### config.mk
export PLATFORM = sky130hd
export DESIGN_NAME = seq_pc_controller
export DESIGN_NICKNAME = d
export VERILOG_FILES = /design/src/rtl/seq_pc_controller.sv
export SDC_FILE = /design/constraint.sdc
export NUM_CORES = 1
export LEC_CHECK = 0
export ABC_AREA = 1
export BUFFER_PORTS_ARGS = -buffer_cell sky130_fd_sc_hd__buf_2
export CAP_MARGIN = 5
export CELL_PAD_IN_SITES_DETAIL_PLACEMENT = 1
export CELL_PAD_IN_SITES_GLOBAL_PLACEMENT = 2
export CORE_ASPECT_RATIO = 0.7
export CORE_MARGIN = 1.5
export CORE_UTILIZATION = 26
export DETAILED_ROUTE_END_ITERATION = 6
export PLACE_DENSITY = 0.82
export SETUP_SLACK_MARGIN = 0.15
export SYNTH_ARGS = -nofsm -noshare
export SYNTH_HDL_FRONTEND = slang
export SYNTH_SLANG_ARGS = --single-unit
export TNS_END_PERCENT = 5
### constraint.sdc
create_clock -name clk -period 2.2 [get_ports clk]
set_clock_uncertainty 0.15 [all_clocks]
set_input_delay 0.22 -clock clk [delete_from_list [all_inputs] [get_ports clk]]
set_output_delay 0.22 -clock clk [all_outputs]
set_load 0.1 [all_outputs]
### src/rtl/seq_pc_controller.sv
// Sequencing controller for the SEQ Y86-64 core: owns PC and status, and steps the datapath one stage per cycle.
// Latency: 6 cycles per instruction, plus any cycles spent waiting on mem_ack.
// Backpressure: holds in MEMORY until mem_ack, dmem_error or the wait timeout.
module seq_pc_controller #(
    parameter int                     PC_WIDTH    = 64,
    parameter logic [PC_WIDTH-1:0]    RESET_PC    = '0,
    parameter int                     MEM_TIMEOUT = 15
) (
    input  logic                clk,
    input  logic                rst_n,
    input  logic                start,
    input  logic [3:0]          icode,
    input  logic                imem_error,
    input  logic [PC_WIDTH-1:0] next_pc,
    input  logic                mem_ack,
    input  logic                dmem_error,
    output logic [PC_WIDTH-1:0] pc,
    output logic                fetch_en,
    output logic                decode_en,
    output logic                execute_en,
    output logic                memory_en,
    output logic                writeback_en,
    output logic                pc_en,
    output logic                cc_we,
    output logic                mem_req,
    output logic [2:0]          stat,
    output logic                halted,
    output logic [31:0]         instr_count
);

    typedef enum logic [2:0] {
        S_IDLE, S_FETCH, S_DECODE, S_EXECUTE,
        S_MEMORY, S_WRITEBACK, S_PCUPD, S_HALT
    } state_t;

    localparam logic [2:0] STAT_AOK = 3'd1;
    localparam logic [2:0] STAT_HLT = 3'd2;
    localparam logic [2:0] STAT_ADR = 3'd3;
    localparam logic [2:0] STAT_INS = 3'd4;

    localparam logic [3:0] IC_HALT = 4'h0;
    localparam logic [3:0] IC_OPQ  = 4'h6;
    localparam logic [3:0] IC_MAX  = 4'hB;

    localparam logic [7:0] TMO_LAST = 8'(MEM_TIMEOUT - 1);

    state_t              state_q, state_d;
    logic [PC_WIDTH-1:0] pc_q, pc_d;
    logic [2:0]          stat_q, stat_d;
    logic [31:0]         cnt_q, cnt_d;
    logic [3:0]          icode_q, icode_d;
    logic [7:0]          tmo_q, tmo_d;
    logic                is_mem;

    always_comb begin
        is_mem = 1'b0;
        case (icode_q)
            4'h4, 4'h5, 4'h8, 4'h9, 4'hA, 4'hB: is_mem = 1'b1;
            default:                            is_mem = 1'b0;
        endcase
    end

    always_comb begin
        state_d      = state_q;
        pc_d         = pc_q;
        stat_d       = stat_q;
        cnt_d        = cnt_q;
        icode_d      = icode_q;
        tmo_d        = '0;
        fetch_en     = 1'b0;
        decode_en    = 1'b0;
        execute_en   = 1'b0;
        memory_en    = 1'b0;
        writeback_en = 1'b0;
        pc_en        = 1'b0;
        cc_we        = 1'b0;
        mem_req      = 1'b0;
        halted       = 1'b0;
        case (state_q)
            S_IDLE: begin
                if (start) state_d = S_FETCH;
            end
            S_FETCH: begin
                fetch_en = 1'b1;
                icode_d  = icode;
                if (imem_error) begin
                    stat_d  = STAT_ADR;
                    state_d = S_HALT;
                end else if (icode > IC_MAX) begin
                    stat_d  = STAT_INS;
                    state_d = S_HALT;
                end else if (icode == IC_HALT) begin
                    stat_d  = STAT_HLT;
                    state_d = S_HALT;
                end else begin
                    state_d = S_DECODE;
                end
            end
            S_DECODE: begin
                decode_en = 1'b1;
                state_d   = S_EXECUTE;
            end
            S_EXECUTE: begin
                execute_en = 1'b1;
                cc_we      = (icode_q == IC_OPQ);
                state_d    = S_MEMORY;
            end
            S_MEMORY: begin
                memory_en = 1'b1;
                if (is_mem) begin
                    mem_req = 1'b1;
                    // A reported address fault outranks a simultaneous ack.
                    if (dmem_error) begin
                        stat_d  = STAT_ADR;
                        state_d = S_HALT;
                    end else if (mem_ack) begin
                        state_d = S_WRITEBACK;
                    end else if (tmo_q == TMO_LAST) begin
                        stat_d  = STAT_ADR;
                        state_d = S_HALT;
                    end else begin
                        tmo_d = tmo_q + 8'd1;
                    end
                end else begin
                    state_d = S_WRITEBACK;
                end
            end
            S_WRITEBACK: begin
                writeback_en = 1'b1;
                state_d      = S_PCUPD;
            end
            S_PCUPD: begin
                pc_en   = 1'b1;
                pc_d    = next_pc;
                cnt_d   = cnt_q + 32'd1;
                state_d = S_FETCH;
            end
            S_HALT: begin
                halted = 1'b1;
            end
            default: begin
                state_d = S_IDLE;
            end
        endcase
    end

    always_ff @(posedge clk) begin
        if (!rst_n) begin
            state_q <= S_IDLE;
            pc_q    <= RESET_PC;
            stat_q  <= STAT_AOK;
            cnt_q   <= '0;
            icode_q <= '0;
            tmo_q   <= '0;
        end else begin
            state_q <= state_d;
            pc_q    <= pc_d;
            stat_q  <= stat_d;
            cnt_q   <= cnt_d;
            icode_q <= icode_d;
            tmo_q   <= tmo_d;
        end
    end

    assign pc          = pc_q;
    assign stat        = stat_q;
    assign instr_count = cnt_q;

endmodule

Word-level counts from Yosys, hierarchy flattened
Cells that the tools add are included.
- add/sub/neg operators: 2
- order comparisons: 1
- eq/ne operators: 21
- mux-type cells: 28
- bitwise logic cells: 3
- reduce and logical (&&, ||, !) cells: 8
- operators by type and width (cell ; number):
    two-way mux 3 bit ; 15
    adder 32 x 1 -> 32 bit, second input constant ; 1
    one-hot mux 3 bit (7 select lines) ; 1
    equality test 4 bit, second input constant ; 4
    equality test 3 bit, second input constant ; 4
    equality test 4 x 3 -> 1 bit, second input constant ; 3
    OR reduction 6 bit ; 2
    two-way mux 1 bit ; 11
    adder 8 x 1 -> 8 bit, second input constant ; 1
    equality test 8 x 4 -> 1 bit, second input constant ; 1
    nonzero test 7 bit ; 1
    equality test 3 x 2 -> 1 bit, second input constant ; 2
    inequality test 3 bit, second input constant ; 2
    one-hot mux 3 bit (2 select lines) ; 1
    inequality test 5 bit, second input constant ; 1
    AND reduction 5 bit ; 1
    greater-than comparator 4 bit, second input constant ; 1
    logical NOT 4 bit ; 1
    inequality test 2 bit, second input constant ; 2
    inequality test 4 bit, second input constant ; 1
    equality test 3 x 1 -> 1 bit, second input constant ; 1
    logical NOT 3 bit ; 1
    inverter 1 bit ; 3
    AND reduction 3 bit ; 1
    nonzero test 2 bit ; 1
- bits in registers: 114
- input port bits: 74

Depth between registers and ports, before layout
Gate-level depths: netlist (run 1).
- depth in word-level cells: 6
- gate-level depth with buffers: 10
- gate-level depth less buffers: 10

Least setup slack after synthesis (run 1)
No wires, ideal clock.
- path type: register -> output
- start: register state_q[1]
- end: output cc_we
- arrival time: 3409 ps
- slack: -1579 ps
- cell stages (with the launch flop): 3
- path through: dfxtp_1 inv_2 nor4_1
- cells in the longest elaborated chain, start to end: 2
- RTL lines (what ; RTL line ; text):
    start: declaration ; 47 ; state_t state_q, state_d;
    start signal: assignment ; 156 ; state_q <= state_d;
    equality test 3 x 2 -> 1 bit ; 79 ; case (state_q)
    two-way mux 1 bit ; 79 ;
    end: declaration ; 24 ; output logic cc_we,
No other way between the ends.

Worst setup path after layout (run 1)
- start: register state_q[0]
- end: output decode_en
- cells in the longest elaborated chain, start to end: 2
- RTL lines (what ; RTL line ; text):
    equality test 3 x 2 -> 1 bit ; 79 ;
    two-way mux 1 bit ; 79 ;
    end: declaration ; 19 ; output logic decode_en,
No other way between the ends.

==> impl_metrics.yaml, run 1 <==
clocking:
  clkTransAtPathRegs_ns: 0.05
  cts_buffers: 17
  clockRootBuffer: "clkbuf_16"
  clock_path_buffers: 2
  insertion_delay_ns: 0.41
  htreeDepth: 4
  cts_tree: "done"
  cts.sink_count: 114
sta:
  max_freq_ghz: 0.494
  finalWorstSetupSlack_ns: 0.175
  hold_ws_ns: 0.0290
  final.period_utilization_pct: 92.1
  finalHoldViolCount: 0
  setup_viol: 0
  tightest_slew_ns: 0.548
  maxSlewViolCount: 0
  rsz0062_at_grt: "yes"
  fin_crit_ns: 2.03
  slew_headroom_pct: 63.4
routing:
  final_antenna_net_count: 0
  vias: 5170
  via_per_inst: 4.48
  drt_pass1_iterations: 4
  drc: 0
  drt_iter0_drc: 295
  wl_per_cell_um: 14.5
  wl_um: 16800
logic_synthesis:
  syn_nets: 733
  synth-compound-area-share_pct: 12.9
  synthAdderAreaFrac_pct: 1.06
  synth_most_common_cell: "nand2_1"
  syn_inst: 655
  yosysWarnings: 0
  synth_top_family_by_area: "simple AND/OR/NAND/NOR gates"
  async_flop_share_pct: 0
  synth_ff_type: "dfxtp_1"
  yosysTopAreaCellShare_pct: 48.3
  synth_top_area_cell: "dfxtp_1"
  synth_seq_cells: 114
  syn-cell-area_um2: 4730
  synth.top_cells.by_area: "dfxtp_1 (48%), nand2_1 (16%), a21oi_1 (10%)"
  seq_area_frac_synth_pct: 48.3
  synthMuxAreaShare_pct: 0
  synth-simple-area-share_pct: 30.2
  synth_edf_count: 0
  synth-xor-area-share_pct: 1.30
  synth_cell_types: 28
  yosys-top-cells-count: "nand2_1 (206), dfxtp_1 (114), a21oi_1 (95), nor2_1 (66), inv_1 (47)"
  avgSynthCellArea_um2: 7.22
setup_path:
  setup.worst_path.end_class: "primary output"
  crit_path_start_kind: "flip-flop"
  crit_arrival_ns: 1.66
  startpoint: "state_q[0]$_SDFFE_PN0P_"
  crit_required_ns: 1.83
  crit_type: "reg -> out"
  r2r_start: "state_q[0]$_SDFFE_PN0P_"
  worst-path-max-fanout: 6
placement:
  place_congestion: 0.771
  io_buffers: 181
  place_hpwl_um: 11400
  dp_worst_setup_slack_ns: 0.260
flow_run:
  max_cap_violations: 0
layout:
  multi_input_area_um2: 2170
  drive_gt1_share_pct: 26.2
  diodes: 0
  regArea_um2: 2280
  layout.nets: 985
  area_delta_synth_final_pct: 56.1
  fill_cells: 2226
global_route:
  use_met1_pct: 22.6
  grt_busiest_layer: "met2"
  grt_pass1_wl_um: 25900
  grt_max_degree: 68
  grt_pass1_vias: 5131
  use_met2_pct: 27.5
  antenna_found_initial: 0
  grt_use_met3_pct: 4.58
  grt_usage_pct: 17.5
  grt-ovfl-total: 0
power_and_ir_drop:
  power_w: 0.00657
  leakage_nw: 3.30
  peakVddDrop_mv: 0.353
  power.density_nw_per_um2: 890
floorplan:
  core_um2: 17900
  die_w_um: 164
  fp.dieArea_um2: 19000
  pin_count: 182
  start_util_pct: 26.4
  num_rows: 41
  die_height_um: 116
hold_path:
  holdCritPathClass: "in -> reg"
  hold_path.startpoint: "icode[3]"
run_status:
  status: "completed"
==> cell type report <==
| cell class | instances | share of cell area [%] |
|---|---|---|
| Sequential cell | 114 | 30.9 |
| Clock inverter | 10 | 2.76 |
| Multi-Input combinational cell | 464 | 29.4 |
| Timing Repair Buffer | 260 | 23.9 |
| Inverter | 50 | 2.58 |
| Clock buffer | 21 | 6.37 |
| Tap cell | 236 | 4.00 |
==> metrics by stage <==
step | setup TNS, ns | cell area [um^2] | util, % | instances
CTS | 0 | 7360 | 41.1 | 1154
floorplan | -3.58 | 4750 | - | 655
detailed placement | 0 | 5990 | 33.5 | 1055
global route | 0 | 7380 | 41.2 | 1155
global placement | 0 | 5990 | 33.5 | 1055
finish | 0 | 7380 | 41.2 | 1155
==> kinds of logic (layout without fill, tap and decap cells) <==
kind of cell,after synthesis,after routing
buffers and inverters,77,341
adder cells (fa/ha/maj),4,4
flip-flops,114,114
AO/OA/AOI/OAI,118,118
XOR/XNOR,7,7
AND/OR/NAND/NOR,335,335
==> path summary, 6_finish.rpt <==
path	slack (ns)	end	cells past startpoint
min	0.03	icode_q[3]$_SDFFE_PN0P_	3
max reg2reg	0.36	instr_count[27]$_SDFFE_PN0P_	8
min reg2reg	0.31	pc[24]$_SDFFE_PN0P_	2
max	0.17	decode_en	4
==> where the power goes <==
group / internal (W) / switching [W] / total (W)
clock network: 0.00220 / 0.000974 / 0.00318
registers: 0.00215 / 0.0000747 / 0.00223
logic: 0.000339 / 0.000832 / 0.00117
==> placed cells by master, fill, tap and decap left out, types with 4 or more instances in the layout <==
cell           Yosys  final
a21oi_1           95     95
buf_12             0      6
buf_2             10    175
buf_4              0      8
bufinv_16          0      6
clkbuf_16          0     17
dfxtp_1          114    113
dlygate4sd3_1      0     68
ha_1               4      4
inv_1             47     45
inv_2              3      4
nand2_1          206    206
nand3_1           35     35
nand4_1            9      9
nor2_1            66     66
nor2_4             4      4
o21ai_0           16     16
xor2_1             6      6
==> metal layers <==
metal / vias to the layer above / part of all wire (%) / routed length [um]
met5: - / 0 / 0
met4: 0 / 2.8 / 463
met3: 40 / 4.3 / 714
met2: 117 / 45 / 7600
met1: 2393 / 48 / 8010
li1: 2620 / - / -
==> sequential cells by signal, summed over array words and instances (netlist names) <==
register,flops
icode_q,4
instr_count,32
tmo_q,8
stat,3
state_q,3
pc,64
==> repair_timing <==
action / 4_1_cts / 5_1_grt
setup endpoints to repair: 8 / 16
setup buffers: 0 / 1
gates cloned: 0 / 0
hold buffers: 68 / 0
hold endpoints to repair: 70 / 0
gates resized for setup: 4 / 5
==> worst max-delay path, stage by stage (launching register included) <==
cell	delay (ns)
dfxtp_1	0.36
inv_2	0.17
nand3_1	0.16
inv_1	0.13
buf_2	0.43
Note: power is estimated with default switching activity, not from simulation.
==> run 2: changes to the inputs <==
--- a/constraint.sdc
+++ b/constraint.sdc
@@ -4,2 +4,2 @@
 set_output_delay 0.22 -clock clk [all_outputs]
-set_load 0.1 [all_outputs]
+set_load 0.02 [all_outputs]
==> run 2 against run 1 <==
Net effect: register-to-register slack is essentially flat; clock power down 9.7%; sequential power is essentially flat; hold slack got worse by 0.011 ns; largest cell class unchanged.
==> impl_metrics.yaml, run 2 (synthesis gave the netlist of run 1 again) <==
run_status:
  status: "completed"
sta:
  rsz0062_at_grt: "yes"
  tightest_slew_ns: 0.672
  finalHoldViolCount: 0
  fin_crit_ns: 2.00
  max_freq_ghz: 0.500
  maxSlewViolCount: 0
  slew_headroom_pct: 55.2
  fin_setup_tns_ns: 0
  final.period_utilization_pct: 91.0
  setup_viol: 0
clocking:
  cts_buffers: 17
  clock_path_buffers: 2
  cts_setup_buffers: 0
  cts.sink_count: 114
  clockRootBuffer: "clkbuf_16"
  htreeDepth: 4
  cts_tree: "done"
  clkTransAtPathRegs_ns: 0.05
  insertion_delay_ns: 0.41
routing:
  final_antenna_net_count: 0
  via_per_inst: 4.46
  vias: 5136
  wl_per_cell_um: 14.5
  drc: 0
  wl_um: 16700
  drt_iter0_drc: 210
  drt_pass1_iterations: 5
floorplan:
  die_w_um: 164
  start_util_pct: 26.4
  pin_count: 182
  core_um2: 17900
  num_rows: 41
  fp.dieArea_um2: 19000
  die_height_um: 116
setup_path:
  critical_path.cell_chain: "inv_2, nor4_2, buf_2"
  crit_required_ns: 1.83
  crit_path_start_kind: "flip-flop"
  crit_arrival_ns: 1.63
  cp_slowest_cell: "dfxtp_1"
  critPathMaxStageDelay_ns: 0.48
  crit_type: "reg -> out"
  setup.worst_path.end_class: "primary output"
  worst-path-max-fanout: 7
layout:
  layout_common_cells: "nand2_1 (206), buf_2 (181), dfxtp_1 (113)"
  mostFrequentLayoutCell: "nand2_1"
  layout.nets: 979
  fill_cells: 2284
  largest_reg_flops: 64
  drive_gt1_share_pct: 25.5
  area_delta_synth_final_pct: 51.7
  layout.cells.non_filler: 1151
power_and_ir_drop:
  power.density_nw_per_um2: 819
  pwr-share-seq_pct: 37.7
  p_comb_share_pct: 13.4
  leakage_nw: 3.21
  peakVddDrop_mv: 0.348
  p_sw_share_pct: 26.1
  power.switching_w: 0.00153
  power_frac_clock_pct: 48.8
  p_int_w: 0.00435
global_route:
  grt_usage_pct: 17.5
  grt-ovfl-total: 0
  grt_pass1_wl_um: 25900
  grt_max_degree: 65
  antenna_found_initial: 1
  grt_pass1_vias: 5026
hold_path:
  holdCritPathClass: "in -> reg"
placement:
  place_hpwl_um: 11200
  dp_cells: 1051
  place_congestion: 0.776
  io_buffers: 181
flow_run:
  max_cap_violations: 0
-- run 2: metrics by stage --
step | total power (W) | instance area, um^2 | util (%) | hold slack, ns | setup slack [ns]
finish | 0.00588 | 7180 | 40.1 | 0.0183 | 0.199
global route | 0.00615 | 7170 | 40.1 | 0.0348 | 0.125
CTS | 0.00593 | 7170 | 40.0 | 0.00727 | 0.155
detailed placement | 0.00294 | 5890 | 32.9 | 0.303 | 0.360
global placement | 0.00293 | 5890 | 32.9 | 0.296 | 0.391
floorplan | 0.00269 | 4730 | - | 0.214 | 0.487
-- run 2: cell type report --
class	count	area, um^2	share of cell area (%)
flip-flops and latches	114	2280	31.8
multi-input cells	464	2160	30.1
repair buffers	254	1650	22.9
clock buffers	21	440	6.14
well taps	236	295	4.11
inverters	50	188	2.62
clock inverters	11	161	2.25
diodes	1	2.50	0.0349
-- run 2: path summary, 6_finish.rpt --
kind	startpoint	endpoint	slack [ns]	depth (start not counted)
worst min-delay path	icode[1]	icode_q[1]$_SDFFE_PN0P_	0.02	3
worst max-delay path	state_q[1]$_SDFFE_PN0P_	cc_we	0.20	3
worst min register to register	pc[53]$_SDFFE_PN0P_	pc[53]$_SDFFE_PN0P_	0.31	2
worst max register to register	state_q[0]$_SDFFE_PN0P_	pc[14]$_SDFFE_PN0P_	0.35	5
-- run 2: routing by layer --
layer  part of all wire [%]  vias up  track usage, %
li1                       -     2608               -
met1                     50     2399            24.4
met2                     44      110            26.0
met3                    4.3       19            4.58
met4                    1.4        0            6.55
met5                      0        -               0
-- run 2: power by group through the flow --
stage / clock network, W / logic, W / registers (W)
detailed placement: 0 / 0.000676 / 0.00226
global route: 0.00304 / 0.000885 / 0.00223
finish: 0.00287 / 0.000790 / 0.00222
floorplan: 0 / 0.000408 / 0.00229
CTS: 0.00293 / 0.000779 / 0.00222
global placement: 0 / 0.000673 / 0.00226
-- run 2: worst max-delay path, delay by kind of cell (launching register included) --
family / cells / cell delay, ns
buffers and inverters: 2 / 0.37
flip-flops: 1 / 0.48
AND/OR/NAND/NOR: 1 / 0.37
-- run 2: timing repair --
item,4_1_cts,5_1_grt
hold endpoints to repair,67,0
pin swaps,0,0
endpoints found under the setup margin,1,4
resized for setup,1,2
hold buffers,67,0
==> run 3: changes to the inputs <==
Settings changed: PLACE_DENSITY 0.82 to default, PLACE_DENSITY_LB_ADDON from default to 0.2.
==> run 3 against run 2 <==
Net effect: core utilization up 0.20 points; wire length up 0.57%; critical path type unchanged; hold slack better by 0.013 ns; sequential power about the same; critical endpoint is now mem_req; cell area up 0.51%; sequential cell count unchanged; critical path depth up 1; count of clock-buffer cells in the layout down 1; setup slack worse by 0.0067 ns.
==> impl_metrics.yaml, run 3 (synthesis gave the netlist of run 1 again) <==
layout:
  finalInstanceArea_um2: 7210
  regArea_um2: 2280
  mostFrequentLayoutCell: "nand2_1"
  largest_reg_flops: 64
  fill_cells: 2222
  drive_gt1_share_pct: 25.8
  layout_common_cells: "nand2_1 (206), buf_2 (181), dfxtp_1 (114)"
  multi_input_area_um2: 2150
  diodes: 0
  layout.nets: 983
  area_delta_synth_final_pct: 52.5
  layout.cells.non_filler: 1154
sta:
  rsz0062_at_grt: "yes"
  setup_viol: 0
  fin_crit_ns: 2.01
  tightest_slew_ns: 0.533
  finalWorstSetupSlack_ns: 0.192
  finalHoldViolCount: 0
  fin_setup_tns_ns: 0
  final.period_utilization_pct: 91.3
  max_freq_ghz: 0.498
  slew_headroom_pct: 64.5
  maxSlewViolCount: 0
clocking:
  cts.sink_count: 114
  clock_path_buffers: 2
  htreeDepth: 4
  clockRootBuffer: "clkbuf_16"
  cts_buffers: 17
  cts_tree: "done"
  clkTransAtPathRegs_ns: 0.06
  insertion_delay_ns: 0.41
global_route:
  grt-ovfl-total: 0
  antenna_found_initial: 0
  grt_pass1_vias: 5443
  grt_pass1_wl_um: 26700
  grt_usage_pct: 18.0
  grt_max_degree: 50
hold_path:
  min_path_cells: 3
  holdCritPathClass: "in -> reg"
routing:
  drt_iter0_drc: 194
  wl_um: 16800
  final_antenna_net_count: 0
  vias: 5225
  drc: 0
  drt_pass1_iterations: 4
  wl_per_cell_um: 14.6
  via_per_inst: 4.53
floorplan:
  die_w_um: 164
  die_height_um: 116
  start_util_pct: 26.4
  pin_count: 182
  core_um2: 17900
  fp.dieArea_um2: 19000
  num_rows: 41
setup_path:
  setup.worst_path.end_class: "primary output"
  crit_arrival_ns: 1.64
  critPathMaxStageDelay_ns: 0.39
  r2r_setup_slack_ns: 0.37
  cp_slowest_cell: "dfxtp_1"
  crit_type: "reg -> out"
  cpLargestDelayFamily: "flip-flops"
  critical_path.cell_chain: "inv_2, nand3_1, a21oi_2, buf_2"
  crit_path_start_kind: "flip-flop"
  cp_num_cells: 4
  worst-path-max-fanout: 7
  path_buf_inv: 2
  r2r_cells: 6
  crit_required_ns: 1.83
flow_run:
  max_cap_violations: 0
power_and_ir_drop:
  power.density_nw_per_um2: 825
  leakage_nw: 3.23
  power_w: 0.00595
  peakVddDrop_mv: 0.386
placement:
  dp_worst_setup_slack_ns: 0.387
  place_hpwl_um: 12000
  placed_cell_area_um2: 5900
  dp_cells: 1054
  place_congestion: 0.785
  io_buffers: 181
run_status:
  status: "completed"
[run 3: cell count changes in the layout (fill, tap and decap cells not counted), moves of 2 or more]
cell | previous run | this run
clkbuf_1 | 4 | 2
clkinvlp_4 | 1 | 3
buf_4 | 4 | 8
clkinv_2 | 5 | 1
clkinv_4 | 1 | 4
[run 3: layout make-up]
cell class              count  area share, %
repair buffers            258           23.1
well taps                 236           4.09
clock buffers              20           6.19
inverters                  50           2.60
multi-input cells         464           29.8
flip-flops and latches    114           31.6
clock inverters            12           2.53
[run 3: path summary, 6_finish.rpt]
check                         startpoint                            to
min reg2reg  instr_count[7]$_SDFFE_PN0P_   instr_count[7]$_SDFFE_PN0P_
max reg2reg      state_q[2]$_SDFFE_PN0P_  instr_count[19]$_SDFFE_PN0P_
max              state_q[1]$_SDFFE_PN0P_                       mem_req
min                             icode[2]       icode_q[2]$_SDFFE_PN0P_
[run 3: what timing repair did]
item	4_1_cts	5_1_grt
resized for setup	0	1
hold buffers	68	0
setup buffers	0	0
endpoints found under the setup margin	0	3
endpoints found under the hold margin	68	0
[run 3: tightest hold or removal path, stage by stage]
cell and delay [ns]:
buf_2 0.12, o21ai_0 0.09, a21oi_1 0.12
[run 3: where the power goes]
part           switching, W  leakage [nW]  internal (W)  total (W)
clock               0.00102         0.296       0.00193    0.00294
sequential        0.0000748         0.920       0.00215    0.00222
combinational      0.000471          2.01      0.000311   0.000782
[run 3: routing by layer]
layer | vias up | global-route usage [%] | part of all wire [%]
li1 | 2615 | - | -
met1 | 2476 | 22.2 | 47
met2 | 113 | 29.5 | 48
met3 | 21 | 4.80 | 4.1
met4 | 0 | 8.06 | 1.7
met5 | - | 0 | 0
[run 3: per-stage QoR]
stage	util, %	hold slack, ns
final	40.3	0.0309
after global routing	40.3	0.0883
after detailed placement	32.9	0.301
after CTS	40.3	0.0147
after global placement	32.9	0.297
after floorplan	-	0.214
